<file path="config.mk">
export PLATFORM = sky130hd
export DESIGN_NAME = dma_bus_seq
export DESIGN_NICKNAME = d
export VERILOG_FILES = /design/src/rtl/dma_bus_seq.sv
export SDC_FILE = /design/constraint.sdc
export NUM_CORES = 1
export LEC_CHECK = 0
export ABC_AREA = 1
export CAP_MARGIN = 20
export CELL_PAD_IN_SITES_DETAIL_PLACEMENT = 1
export CELL_PAD_IN_SITES_GLOBAL_PLACEMENT = 2
export CORE_UTILIZATION = 28
export DETAILED_ROUTE_END_ITERATION = 8
export PLACE_DENSITY_LB_ADDON = 0.1
export SLEW_MARGIN = 20
export SYNTH_ARGS = -nofsm -noshare
export SYNTH_HDL_FRONTEND = slang
export SYNTH_SLANG_ARGS = --single-unit
</file>
<file path="constraint.sdc">
create_clock -name CLK -period 2.19 [get_ports CLK]
set_clock_uncertainty 0.15 [all_clocks]
set_input_delay 0.657 -clock CLK [delete_from_list [all_inputs] [get_ports CLK]]
set_output_delay 0.657 -clock CLK [all_outputs]
set_load 0.01 [all_outputs]
</file>
<file path="src/rtl/dma_bus_seq.sv">
// rtl/dma_bus_seq.sv - DMA bus-master sequencer and address counter (ACR)
//
// Purpose: arbitrates for the host bus and runs longword transfer cycles at
// the ACR address. Each completed longword is handshaken with the FIFO.
//
// Ports:
//   CLK, CLR_DMAENA            clock; async active-high clear (also clears DMAENA)
//   DMAENA, DMADIR             DMA enable / direction (1 = memory read)
//   ACR_WR_H, ACR_WR_L, MID    CPU writes of ACR upper/lower halves
//   FIFO_RDY                   FIFO can source/sink one longword
//   BG, XFER_DONE, BERR        bus grant and cycle terminations
//   ACR_O                      current longword address
//   BR, BGACK, CYC, RW         bus request / ownership / cycle / direction
//   FIFO_ACK                   one pulse per completed longword
//   DMA_ERR                    sticky bus-error flag
module dma_bus_seq #(
  parameter int BURST_MAX = 8
) (
  input  logic        CLK,
  input  logic        CLR_DMAENA,
  input  logic        DMAENA,
  input  logic        DMADIR,
  input  logic        ACR_WR_H,
  input  logic        ACR_WR_L,
  input  logic [15:0] MID,
  input  logic        FIFO_RDY,
  input  logic        BG,
  input  logic        XFER_DONE,
  input  logic        BERR,
  output logic [31:0] ACR_O,
  output logic        BR,
  output logic        BGACK,
  output logic        CYC,
  output logic        RW,
  output logic        FIFO_ACK,
  output logic        DMA_ERR
);

  typedef enum logic [2:0] {
    S_IDLE,
    S_REQ,
    S_OWN,
    S_CYCLE,
    S_RELEASE
  } state_t;

  localparam logic [7:0] BURST_LIM = 8'(BURST_MAX);

  state_t      state;
  state_t      state_nxt;
  logic [29:0] acr_q;        // longword address; byte bits are always zero
  logic [7:0]  burst_cnt;
  logic [7:0]  burst_inc;
  logic        req_go;
  logic        done_ok;
  logic        berr_hit;
  logic        in_idle;
  logic        unused_mid_lo;

  assign unused_mid_lo = ^MID[1:0];

  assign in_idle   = (state == S_IDLE);
  assign req_go    = DMAENA & FIFO_RDY & ~DMA_ERR;
  // BERR has priority over a simultaneous XFER_DONE
  assign berr_hit  = (state == S_CYCLE) & BERR;
  assign done_ok   = (state == S_CYCLE) & XFER_DONE & ~BERR;
  assign burst_inc = burst_cnt + 8'd1;

  assign ACR_O = {acr_q, 2'b00};

  always_comb begin
    state_nxt = state;
    case (state)
      S_IDLE: begin
        if (req_go) state_nxt = S_REQ;
      end
      S_REQ: begin
        if (BG)           state_nxt = S_OWN;
        else if (!DMAENA) state_nxt = S_IDLE;
      end
      S_OWN: begin
        if (FIFO_RDY && DMAENA) state_nxt = S_CYCLE;
        else                    state_nxt = S_RELEASE;
      end
      S_CYCLE: begin
        // A DMAENA drop is not checked here: the cycle always completes
        if (BERR)           state_nxt = S_RELEASE;
        else if (XFER_DONE) state_nxt = (burst_inc < BURST_LIM) ? S_OWN : S_RELEASE;
      end
      S_RELEASE: begin
        state_nxt = S_IDLE;
      end
      default: begin
        state_nxt = S_IDLE;
      end
    endcase
  end

  // Outputs are flops loaded from the next state so they change with the state
  always_ff @(posedge CLK or posedge CLR_DMAENA) begin
    if (CLR_DMAENA) begin
      state     <= S_IDLE;
      acr_q     <= '0;
      burst_cnt <= '0;
      BR        <= 1'b0;
      BGACK     <= 1'b0;
      CYC       <= 1'b0;
      RW        <= 1'b0;
      FIFO_ACK  <= 1'b0;
      DMA_ERR   <= 1'b0;
    end else begin
      state    <= state_nxt;
      BR       <= (state_nxt == S_REQ);
      BGACK    <= (state_nxt == S_OWN) || (state_nxt == S_CYCLE);
      CYC      <= (state_nxt == S_CYCLE);
      RW       <= (state_nxt == S_CYCLE) && DMADIR;
      FIFO_ACK <= done_ok;

      if (berr_hit) DMA_ERR <= 1'b1;

      // CPU writes only land in IDLE, where no increment can occur
      if (in_idle && ACR_WR_H) acr_q[29:14] <= MID;
      if (in_idle && ACR_WR_L) acr_q[13:0]  <= MID[15:2];
      if (done_ok)             acr_q        <= acr_q + 30'd1;

      if (in_idle && (state_nxt == S_REQ)) burst_cnt <= '0;
      else if (done_ok)                    burst_cnt <= burst_inc;
    end
  end

endmodule

</file>
* Word-level counts from Yosys, hierarchy flattened *
Cells that the tools add are included.

storage, ports and cells
  flip-flop bits (word level) = 47
  input bits = 26
  output and inout port bits = 38
  word-level logic and storage cells = 49

cells by class
  $add $sub $neg = 2
  order comparisons = 1
  equality and inequality tests = 6
  muxes and demuxes = 13
  bitwise logic cells = 7
  reduce and logical (&&, ||, !) cells = 10

operator list
  operator               count
  $add 30x1->30 const B  1
  $mux 30                1
  $mux 3                 7
  $mux 16                1
  $mux 8                 2
  $mux 14                1
  $eq 3x2->1 const B     4
  $pmux 3 s4             1
  $add 8x1->8 const B    1
  $lt 8x4->1 const B     1
  $eq 3x1->1 const B     2
  $reduce_bool 2->1      3
  $and 1x1->1            5
  $logic_and 1x1->1      5
  $logic_not 3->1        1
  $not 1->1              2
  $logic_or 1x1->1       1

* Logic depth before layout (Yosys ltp) *
  depth in word-level cells = 9
  gate-level depth with buffers = 12
  depth with buffers taken out = 12

* Worst setup path after synthesis *
No wires, ideal clock.

  kind = input to register
  start point = input port XFER_DONE
  end point = register acr_q[4]
  setup time = 121 ps
  arrival = 1437 ps
  setup slack = 482 ps
  stages = 5
  buffers on the path = 1
  cell sequence = inv_1 -> nor3_4 -> buf_2 -> nor2_1 -> a22o_1

on the way
  cells in the longest elaborated chain, start to end = 3

ends and longest elaborated chain
  element                                       RTL line  text
  start, declared                               28        input logic XFER_DONE,
  $and 1x1->1 * (2 in a row)                    66        assign done_ok = (state == S_CYCLE) & XFER_DONE & ~BERR;
  $mux 30 or $reduce_bool 2->1 (tied branches)  -
  end signal, assigned                          123       if (in_idle && ACR_WR_L) acr_q[13:0] <= MID[15:2];
  end signal, assigned                          124       if (done_ok) acr_q <= acr_q + 30'd1;
  end, declared                                 51        logic [29:0] acr_q;

Every way passes the cells marked *; elsewhere a longest branch is shown, timed or not.
A chain may end at the register's enable or synchronous reset.

* Worst setup path in the final report *
  start point = register acr_q[17]
  end point = output port ACR_O[19]

RTL lines
  element        RTL line  text
  end, declared  30        output logic [31:0] ACR_O,

No word-level cell between the ends.

==> impl_results.md <==
- Post-synthesis cell count: 473
- Status: finished, final reports clean
- Hold WC Path Type: register to register
- Initial Utilization: 0.2869
- Fraction of layout cells with a size suffix above 1: 0.1143
- Total iterations of the first detailed-routing run: 4
- Worst hold start: DMA_ERR
- Buffers added on ports: 61
- Die area: 11480 µm²
- Detailed-route via count: 3335
- Hold Buf Count CTS: 0
- GR Overflow Total: 0
- Clk sinks: 47
- Max Clock Freq: 465.0 MHz
- Design area: 4208 µm²
- PD cells: 528.0 nW/µm²
- Htree depth: 2
- Clk pin slew, worst setup/hold paths: 0.10 ns
- Tmin final: 2.151 ns
- Antenna viol nets, final: 0
- R2r startpoint: acr_q[9]
- Crit path cell chain: clkdlybuf4s50_1
- Crit Path Max Fanout: 4
- Pwr Total: 2.222 mW
- Fill cells: 1359
- Arrival time worst endpoint: 1.34 ns
- Synthesis Warnings: 0
- Gpl congestion: 0.7936
- Worst setup endpoint: ACR_O[19]
- Critical Path RT: 1.38 ns
- GRT Util Overall: 0.2032
- Synthesized area per cell: 6.547 µm²
- Predominant post-synthesis flop cell: dfrtp_1
- Register area share after synthesis: 0.3798
- Ports: 64
- Core ar.: 10790 µm²
- # nets final: 588
- Hold depth: 2
- WS Path Type: register to output port
- Hold Vio Cnt, Final: 0
- R2R Path End: acr_q[26]
- DR iter-0 viols: 132
- Worst Path Buf+Inv: 1
- Post-synth EDFFs: 0
- Crit path depth: 1
- Number of CTS-inserted buffers: 5
- First-pass GRT wire length: 17860 µm
- Max-Cap Viols: 0
- Synth-to-layout area growth: 35.88%
- Vias/cell: 4.764
- Clock root buffer: clkbuf_8
- DRC viols: 0
- Final worst slack: 0.03938 ns
- Synth Register Bits: 47
- Antenna violations before repair: 0
- Vias in the first global route: 3552
- Critical Path Start Type: register
- Chip height: 107.2 µm
- Post-Syn Area: 3097 µm²
- Period utilization: 0.9820
- Worst-Skew Late Latency: 0.31 ns
- Final setup violation count: 0
- Crit-path leading delay family: buffers and inverters
- CTS Buffer Depth: 2
- Max VDD drop: 0.0002608 V
- Reg2reg setup slack: 0.26 ns
- Asr flop ratio synth: 1.000
- Post-synth cell types: 33
- Largest net degree at the start of global routing: 48
- CTS tree: yes
- Crit end category: output port
- Unrepaired setup endpoints after global routing: false
- HPWL after DPL: 8689 µm
- Post CTS Setup Buffer Count: 0
- Total Routed Length: 11010 µm
- Critical path startpoint: acr_q[17]
- Pre-CTS WS: -0.1593 ns
- Leakage Power: 1.929 nW
- Slew Limit Fails: 0
- Largest stage delay, worst path: 0.57 ns
- Ant diodes: 0
- FP Rows: 38
- WL/cell: 15.73 µm
- Area post-placement: 4084 µm²
- Worst r2r path cells: 8
- Die Width: 107.2 µm
- CP max stage cell: clkdlybuf4s50_1
==> sequential cells by signal (all words and copies together), names as in the netlist <==
signal     flops
CYC            1
DMA_ERR        1
RW             1
BR             1
state          3
BGACK          1
burst_cnt      8
acr_q         30
FIFO_ACK       1
==> layout by cell type, fill, tap and decap left out, types with 2 or more instances in the layout <==
cell             Yosys  layout
conb_1               1       2
a22o_1               2       2
a21oi_1             15      15
xor2_1               4       4
o211ai_1             6       6
nand4_1              5       5
clkbuf_8             0       5
o21ai_0             16      16
dfrtp_2              0      17
a21boi_0             2       2
clkdlybuf4s50_1      0      61
buf_4                4      25
nand2_2              2       2
nor3b_1              2       2
ha_1                 2       2
o21ai_1              4       4
nand3_1             25      25
dfrtp_1             47      30
o22ai_1              2       2
a21o_1               2       2
nor2_1              84      84
inv_2                3       4
xnor2_1              5       5
nor2_2               2       2
inv_1               43      42
nand3b_1             9       9
a31oi_1              2       2
buf_12               0       4
nand2_1            172     172
==> through the flow <==
| step | TNS, ns | hold slack, ns | cells | util |
|---|---|---|---|---|
| 2_1_floorplan | 0 | 0.3679 | 474 | - |
| 3_3_place_gp | -1.517 | 0.3471 | 693 | 0.3784 |
| 3_5_place_dp | -3.686 | 0.3465 | 693 | 0.3784 |
| 4_1_cts | 0 | 0.3769 | 700 | 0.3882 |
| 5_1_grt | 0 | 0.4214 | 700 | 0.3899 |
| 6_report | 0 | 0.3692 | 700 | 0.3899 |
==> report_power, final <==
group | internal [mW] | switching [mW]
Clock | 0.336 | 0.327
Sequential | 0.938 | 0.102
Combinational | 0.259 | 0.260
Total | 1.53 | 0.689
==> Yosys cell counts, types with 5 or more instances <==
master	number	area [µm²]
nor2_1	84	315.3
nand3b_1	9	67.56
xnor2_1	5	43.79
nand4_1	5	31.28
inv_1	43	161.4
a21oi_1	15	75.07
o21ai_0	16	80.08
o211ai_1	6	45.04
dfrtp_1	47	1176
nand2_1	172	645.6
nand3_1	25	125.1
buf_2	5	25.02
==> area by class of cell <==
class	instances	area, µm²	area share
Inverter	46	172.7	0.04103
Tap cell	140	175.2	0.04163
Clock buffer	6	72.57	0.01725
Timing Repair Buffer	90	878.3	0.2087
Clock inverter	1	30.03	0.007136
Sequential cell	47	1197	0.2846
Multi-Input combinational cell	370	1682	0.3996
==> metal layers <==
| metal | routed length (µm) | GRT usage | vias up |
|---|---|---|---|
| met4 | 149 | 0.05382 | 0 |
| li1 | - | - | 1658 |
| met3 | 339 | 0.02432 | 12 |
| met2 | 5502 | 0.3654 | 58 |
| met5 | 0 | 0 | - |
| met1 | 5017 | 0.2553 | 1607 |
==> worst min-delay path, cell delays in order (launching register included) <==
cell and delay (ns):
dfrtp_1 0.35, inv_1 0.06, nand2_1 0.07
==> how the worst min path moves through the flow <==
stage	endpoint	slack (ns)
2_1_floorplan	burst_cnt[1]	0.37
4_1_cts	DMA_ERR	0.38
3_3_place_gp	DMA_ERR	0.35
3_5_place_dp	DMA_ERR	0.35
5_1_grt	DMA_ERR	0.42
6_report	DMA_ERR	0.37
==> cell families after synthesis <==
family,share of synthesized area
AO/OA/AOI/OAI,0.09737
XOR/XNOR,0.02545
adder cells (fa/ha/maj),0.008080
buffers and inverters,0.07838
flip-flops,0.3798
other,0.001211
AND/OR/NAND/NOR,0.4097
==> timing repair <==
item | CTS | global route
cloned | 0 | 0
resized for setup | 3 | 14
hold endpoints to repair | 0 | 0
setup endpoints to repair | 3 | 14
(Power assumes the default switching activity.)
